<file path="src/rtl/uarch_pkg.sv">
// Shared microarchitecture types and sizes for the store queue and its neighbours.
package uarch_pkg;

    localparam int TAG_WIDTH     = 6;
    localparam int SQ_ENTRIES    = 8;
    localparam int CPU_ADDR_BITS = 32;
    localparam int CPU_DATA_BITS = 32;

    typedef enum logic [1:0] {
        MEM_B = 2'd0,
        MEM_H = 2'd1,
        MEM_W = 2'd2
    } mem_size_e;

    typedef struct packed {
        logic                     valid;
        logic                     addr_rdy;
        logic                     committed;
        logic [TAG_WIDTH-1:0]     rob_tag;
        logic [CPU_ADDR_BITS-1:0] addr;
        logic [CPU_DATA_BITS-1:0] data;
        mem_size_e                size;
    } sq_entry_t;

endpackage

</file>
<file path="src/rtl/store_queue.sv">
// In-order store queue: allocate at dispatch, capture from the AGU, commit in order,
// drain committed stores oldest-first to the data-memory port.
module store_queue
    import uarch_pkg::sq_entry_t, uarch_pkg::mem_size_e, uarch_pkg::TAG_WIDTH;
#(
    parameter int SQ_ENTRIES    = uarch_pkg::SQ_ENTRIES,
    parameter int CPU_ADDR_BITS = uarch_pkg::CPU_ADDR_BITS,
    parameter int CPU_DATA_BITS = uarch_pkg::CPU_DATA_BITS
) (
    input  logic                            clk,
    input  logic                            rst,
    input  logic                            flush,
    input  logic [1:0]                      sq_alloc_req,
    output logic [1:0]                      sq_alloc_gnt,
    input  logic [TAG_WIDTH-1:0]            sq_alloc_tag0,
    input  logic [TAG_WIDTH-1:0]            sq_alloc_tag1,
    input  logic                            exe_valid,
    input  logic [TAG_WIDTH-1:0]            exe_rob_tag,
    input  logic [CPU_ADDR_BITS-1:0]        exe_addr,
    input  logic [CPU_DATA_BITS-1:0]        exe_data,
    input  logic [1:0]                      exe_size,
    input  logic                            commit_store_val0,
    input  logic                            commit_store_val1,
    input  logic [TAG_WIDTH-1:0]            commit_store_id0,
    input  logic [TAG_WIDTH-1:0]            commit_store_id1,
    output logic                            mem_req_valid,
    input  logic                            mem_req_ready,
    output logic [CPU_ADDR_BITS-1:0]        mem_req_addr,
    output logic [CPU_DATA_BITS-1:0]        mem_req_data,
    output logic [1:0]                      mem_req_size,
    output logic                            sq_empty,
    output logic [$clog2(SQ_ENTRIES):0]     sq_count
);

    localparam int IDX_W = $clog2(SQ_ENTRIES);
    localparam int PTR_W = IDX_W + 1;

    typedef logic [PTR_W-1:0] ptr_t;

    // Circular distance; the wrap bit makes a full queue distinguishable from empty.
    function automatic ptr_t ptr_dist(input ptr_t from, input ptr_t to);
        return to - from;
    endfunction

    sq_entry_t q [SQ_ENTRIES];

    ptr_t head, cmt, tail;
    ptr_t count, free_slots, new_cmt, alloc_ptr1, cmt_ptr1;
    logic [1:0] n_alloc, n_commit;
    logic [SQ_ENTRIES-1:0] kill, exe_hit;
    logic mem_fire;
    sq_entry_t head_e;

    always_comb begin
        count      = ptr_dist(head, tail);
        free_slots = ptr_t'(SQ_ENTRIES) - count;
        sq_alloc_gnt = 2'b00;
        if (!flush) begin
            sq_alloc_gnt[0] = sq_alloc_req[0] && (free_slots >= ptr_t'(1));
            sq_alloc_gnt[1] = sq_alloc_req[1] &&
                              (sq_alloc_req[0] ? (free_slots >= ptr_t'(2))
                                               : (free_slots >= ptr_t'(1)));
        end
        n_alloc    = {1'b0, sq_alloc_gnt[0]} + {1'b0, sq_alloc_gnt[1]};
        alloc_ptr1 = sq_alloc_req[0] ? tail + ptr_t'(1) : tail;
        n_commit   = {1'b0, commit_store_val0} + {1'b0, commit_store_val1};
        cmt_ptr1   = commit_store_val0 ? cmt + ptr_t'(1) : cmt;
        new_cmt    = cmt + ptr_t'(n_commit);
    end

    // Speculative window after this cycle's commits, and AGU tag matches.
    always_comb begin
        kill    = '0;
        exe_hit = '0;
        for (int i = 0; i < SQ_ENTRIES; i++) begin
            kill[i] = ({1'b0, IDX_W'(i) - new_cmt[IDX_W-1:0]} < ptr_dist(new_cmt, tail));
            exe_hit[i] = q[i].valid && !q[i].committed && (q[i].rob_tag == exe_rob_tag);
        end
    end

    assign head_e        = q[head[IDX_W-1:0]];
    assign mem_req_valid = head_e.valid && head_e.committed;
    assign mem_req_addr  = head_e.addr;
    assign mem_req_data  = head_e.data;
    assign mem_req_size  = head_e.size;
    assign mem_fire      = mem_req_valid && mem_req_ready;
    assign sq_count      = count;
    assign sq_empty      = (head == tail);

    always_ff @(posedge clk) begin
        if (rst) begin
            head <= '0;
            cmt  <= '0;
            tail <= '0;
            for (int i = 0; i < SQ_ENTRIES; i++) begin
                q[i].valid     <= 1'b0;
                q[i].addr_rdy  <= 1'b0;
                q[i].committed <= 1'b0;
            end
        end else begin
            if (mem_fire) begin
                q[head[IDX_W-1:0]].valid     <= 1'b0;
                q[head[IDX_W-1:0]].committed <= 1'b0;
                head <= head + ptr_t'(1);
            end
            if (commit_store_val0) q[cmt[IDX_W-1:0]].committed      <= 1'b1;
            if (commit_store_val1) q[cmt_ptr1[IDX_W-1:0]].committed <= 1'b1;
            cmt <= new_cmt;
            if (exe_valid && !flush) begin
                for (int i = 0; i < SQ_ENTRIES; i++) begin
                    if (exe_hit[i]) begin
                        q[i].addr     <= exe_addr;
                        q[i].data     <= exe_data;
                        q[i].size     <= mem_size_e'(exe_size);
                        q[i].addr_rdy <= 1'b1;
                    end
                end
            end
            if (sq_alloc_gnt[0]) begin
                q[tail[IDX_W-1:0]].valid     <= 1'b1;
                q[tail[IDX_W-1:0]].addr_rdy  <= 1'b0;
                q[tail[IDX_W-1:0]].committed <= 1'b0;
                q[tail[IDX_W-1:0]].rob_tag   <= sq_alloc_tag0;
            end
            if (sq_alloc_gnt[1]) begin
                q[alloc_ptr1[IDX_W-1:0]].valid     <= 1'b1;
                q[alloc_ptr1[IDX_W-1:0]].addr_rdy  <= 1'b0;
                q[alloc_ptr1[IDX_W-1:0]].committed <= 1'b0;
                q[alloc_ptr1[IDX_W-1:0]].rob_tag   <= sq_alloc_tag1;
            end
            // Flush drops only the speculative tail; committed stores keep draining.
            if (flush) begin
                for (int i = 0; i < SQ_ENTRIES; i++) begin
                    if (kill[i]) q[i].valid <= 1'b0;
                end
                tail <= new_cmt;
            end else begin
                tail <= tail + ptr_t'(n_alloc);
            end
        end
    end

    // Retiring stores must match the in-order entry and already have an address.
    always_ff @(posedge clk) begin
        if (!rst && commit_store_val0) begin
            assert (q[cmt[IDX_W-1:0]].valid && q[cmt[IDX_W-1:0]].addr_rdy &&
                    q[cmt[IDX_W-1:0]].rob_tag == commit_store_id0);
        end
        if (!rst && commit_store_val1) begin
            assert (q[cmt_ptr1[IDX_W-1:0]].valid && q[cmt_ptr1[IDX_W-1:0]].addr_rdy &&
                    q[cmt_ptr1[IDX_W-1:0]].rob_tag == commit_store_id1);
        end
    end

endmodule

</file>
<file path="config.mk">
export PLATFORM = sky130hd
export DESIGN_NAME = store_queue
export DESIGN_NICKNAME = d
export VERILOG_FILES = /design/src/rtl/uarch_pkg.sv /design/src/rtl/store_queue.sv
export SDC_FILE = /design/constraint.sdc
export NUM_CORES = 1
export LEC_CHECK = 0
export BUFFER_PORTS_ARGS = -buffer_cell sky130_fd_sc_hd__buf_2
export CAP_MARGIN = 20
export CORE_MARGIN = 10
export CORE_UTILIZATION = 55
export DETAILED_ROUTE_END_ITERATION = 10
export PLACE_DENSITY_LB_ADDON = 0.15
export SYNTH_ARGS = -nofsm -noshare
export SYNTH_HDL_FRONTEND = slang
export SYNTH_SLANG_ARGS = --single-unit
</file>
<file path="constraint.sdc">
create_clock -name clk -period 9.9 [get_ports clk]
set_input_delay 0.495 -clock clk [delete_from_list [all_inputs] [get_ports clk]]
set_output_delay 0.495 -clock clk [all_outputs]
set_load 0.01 [all_outputs]
</file>
==> impl_results.md <==
- Ys async rst share: 0
- Critical-path top delay cell: xnor2_1
- Setup WS post-layout: 5.20 ns
- Routed WL per cell: 25.1 µm
- Worst vdd ir: 0.000139 V
- Mapped Area: 25,600 µm²
- Area contributors post-synth: edfxtp_1, mux4_2, mux2_2
- Area occupied by multi-input gates: 7260 µm²
- Tcrit/Tclk final: 0.475
- Initial DRC Count: 1,408
- I/O pin cnt: 179
- Critical path peak fanout: 11
- Clock Pin Slew Worst Setup and Hold Paths: 0.06 ns
- Layout cell share with drive strength beyond 1: 0.312
- Worst path most repeated cell: ha_1
- Synth cell count leaders: edfxtp_1, mux4_2, and2_1
- DRC viols: 0
- Largest net degree at the start of global routing: 97
- Crit-path cells: fa_1, ha_1, nor2b_1, nor2_1, ha_1, nor2_1, xnor2_1, ha_1, o31ai_1, o221ai_1, a2111o_1, or4_1, a41o_1
- Antenna violations before repair: 10
- Reg area: 17,900 µm²
- CP max stage delay: 0.66 ns
- Max-Cap Viols: 0
- Clock share of power: 0.407
- # fillers: 3,229
- Metal2 WL: 26,800 µm
- Post-CTS setup buffer count: 0
- Synth-to-layout area growth: 13.7%
- Routed wire length: 55,300 µm
- Setup CP Type: register to register
- Top Layer Used: met5
- Internal power: 4330 µW
- Sw Ratio: 0.218
- Comb power frac: 0.081
- Via density: 6.05
- Row cnt: 78
- First-pass GRT wire length: 85,300 µm
- Rel. slew slack: 0.296
- Syn Area/Cell: 18.4 µm²
- CTS resizes: 0
- WP data required: 10.40 ns
- Dominant cell by count in the synthesized netlist: edfxtp_1
- Crit end category: register
- Worst-margin pin slew: 1.06 ns
- Top cell family by delay on the critical path: adder cells
- Root buffer cell: clkbuf_16
- Syn Inst Count: 1,390
- Fin. Hold Viols: 0
- CP Launch Type: register
- Nets: 1,699
- Max Slew Vio Count: 0
- WP data arrival: 5.20 ns
- YS warnings: 0
- Die area: 55,500 µm²
- DP Worst Slack: 4.92 ns
- Top cell type's share of synthesized area: 0.677
- Dpl hpwl: 32,800 µm
- Reg power frac: 0.511
- Die H: 236 µm
- Vias: 13,300
- Clock Path Buffers: 3
- Skew-Pair Late Insertion Delay: 0.62 ns
- Initial core utilization: 0.559
- Inst Count DP: 2,098
- Floorplan Core Area: 45,700 µm²
- P_leak: 0.0104 µW
- CTS tree: done
- Vias in the first global route: 14,100
- RSZ-0062 raised after global routing: false
- Overall power: 5530 µW
- Fmax: 213 MHz
- Synthesis-stage register bit count: 607
- Power density cells: 190 nW/µm²
- Die Span X: 236 µm
- Net Switching: 1200 µW
- Outcome: complete, no violations
- Wl on met1: 24,000 µm
- Post-synthesis sequential area ratio: 0.701
- Final setup vio count: 0
- Post-synth EDFFs: 576
- Fin Setup TNS: 0 ns
- CP bufs+invs: 0
- Final setup skew: 0.0196 ns
- Main synth FF type: edfxtp_1
- GP Congestion: 0.880
- Min cycle time layout: 4.70 ns
- CTS Buf Count: 59
- H-tree depth: 2
- Post-cts hold buffer count: 0
- Total GRT Usage: 0.199
- Antenna-violating nets left: 0
- Top cell type by total area after synthesis: edfxtp_1
- DRT Pass-1 Iters: 5
- Non-filler instance count after layout: 2,207
- Synth unique cells: 64
- Grt total ovfl: 0
- Sink Count: 607
- WL met3: 3360 µm
- HP Class: input pin to register
- WHS: 0.101 ns
- I/O Buffers: 166
- Mapped Nets: 1,529
==> routing by layer <==
layer,vias up,GRT usage
met5,-,0
met4,16,0.0554
met1,6894,0.273
met2,421,0.319
met3,88,0.0386
li1,5924,-
==> worst paths after layout <==
check             endpoint  slack [ns]          from  depth (start not counted)
setup / recovery  q[5][74]        5.20        cmt[0]                         13
hold / removal    q[5][20]        0.10  exe_data[18]                          1
setup reg to reg  q[5][74]        5.20        cmt[0]                         13
hold reg to reg   q[1][74]        0.50      q[1][74]                          2
==> sequential cells by signal (all words and copies together) (netlist names), named ones only <==
signal	cells
tail	4
q	592
head	4
cmt	4
==> worst register-to-register path: stages, from the launching register on <==
cell and delay, ns:
dfxtp_1 0.36, fa_1 0.43, ha_1 0.45, nor2b_1 0.23, nor2_1 0.13, ha_1 0.15, nor2_1 0.05, xnor2_1 0.66
ha_1 0.39, o31ai_1 0.34, o221ai_1 0.20, a2111o_1 0.47, or4_1 0.48, a41o_1 0.25
==> cell usage in the layout, fill, tap and decap left out, drive strengths merged, types with 11 or more instances in the layout <==
| cell | instances |
|---|---|
| o21ai | 11 |
| ha | 31 |
| a21oi | 16 |
| nand2 | 25 |
| inv | 32 |
| edfxtp | 576 |
| a22o | 49 |
| nor2 | 32 |
| and2 | 73 |
| xor2 | 25 |
| nand3 | 23 |
| dfxtp | 31 |
| xnor2 | 42 |
| buf | 191 |
| mux2 | 66 |
| clkbuf | 74 |
| nor3 | 15 |
| mux4 | 133 |
| clkinv | 22 |
==> power groups by stage <==
| stage | Clock, µW | Sequential [µW] | Combinational [µW] |
|---|---|---|---|
| global placement | 0 | 2880 | 433 |
| floorplan | 0 | 2870 | 328 |
| detailed placement | 0 | 2880 | 445 |
| CTS | 2290 | 2830 | 448 |
| global route | 2390 | 2830 | 508 |
| finish | 2250 | 2830 | 450 |
==> stage by stage <==
step / util / cell area [µm²]
floorplan: - / 25600
global placement: 0.593 / 27100
detailed placement: 0.593 / 27100
CTS: 0.636 / 29000
global route: 0.636 / 29000
finish: 0.636 / 29000
==> cell type report <==
class | instances | area share
flip-flops and latches | 607 | 0.617
multi-input cells | 669 | 0.250
clock buffers | 74 | 0.0545
repair buffers | 191 | 0.0354
well taps | 600 | 0.0258
clock inverters | 32 | 0.0126
inverters | 32 | 0.00431
diodes | 2 | 0.000172
==> kinds of logic after synthesis <==
family | synth area share
DFF | 0.701
and+or+nand+nor | 0.0479
muxes | 0.147
AOI/OAI and AO/OA | 0.0438
buffers and inverters | 0.0170
xor gates and xnor gates | 0.0255
adders and majority gates | 0.0175
Power figures use the tool's default switching activity.
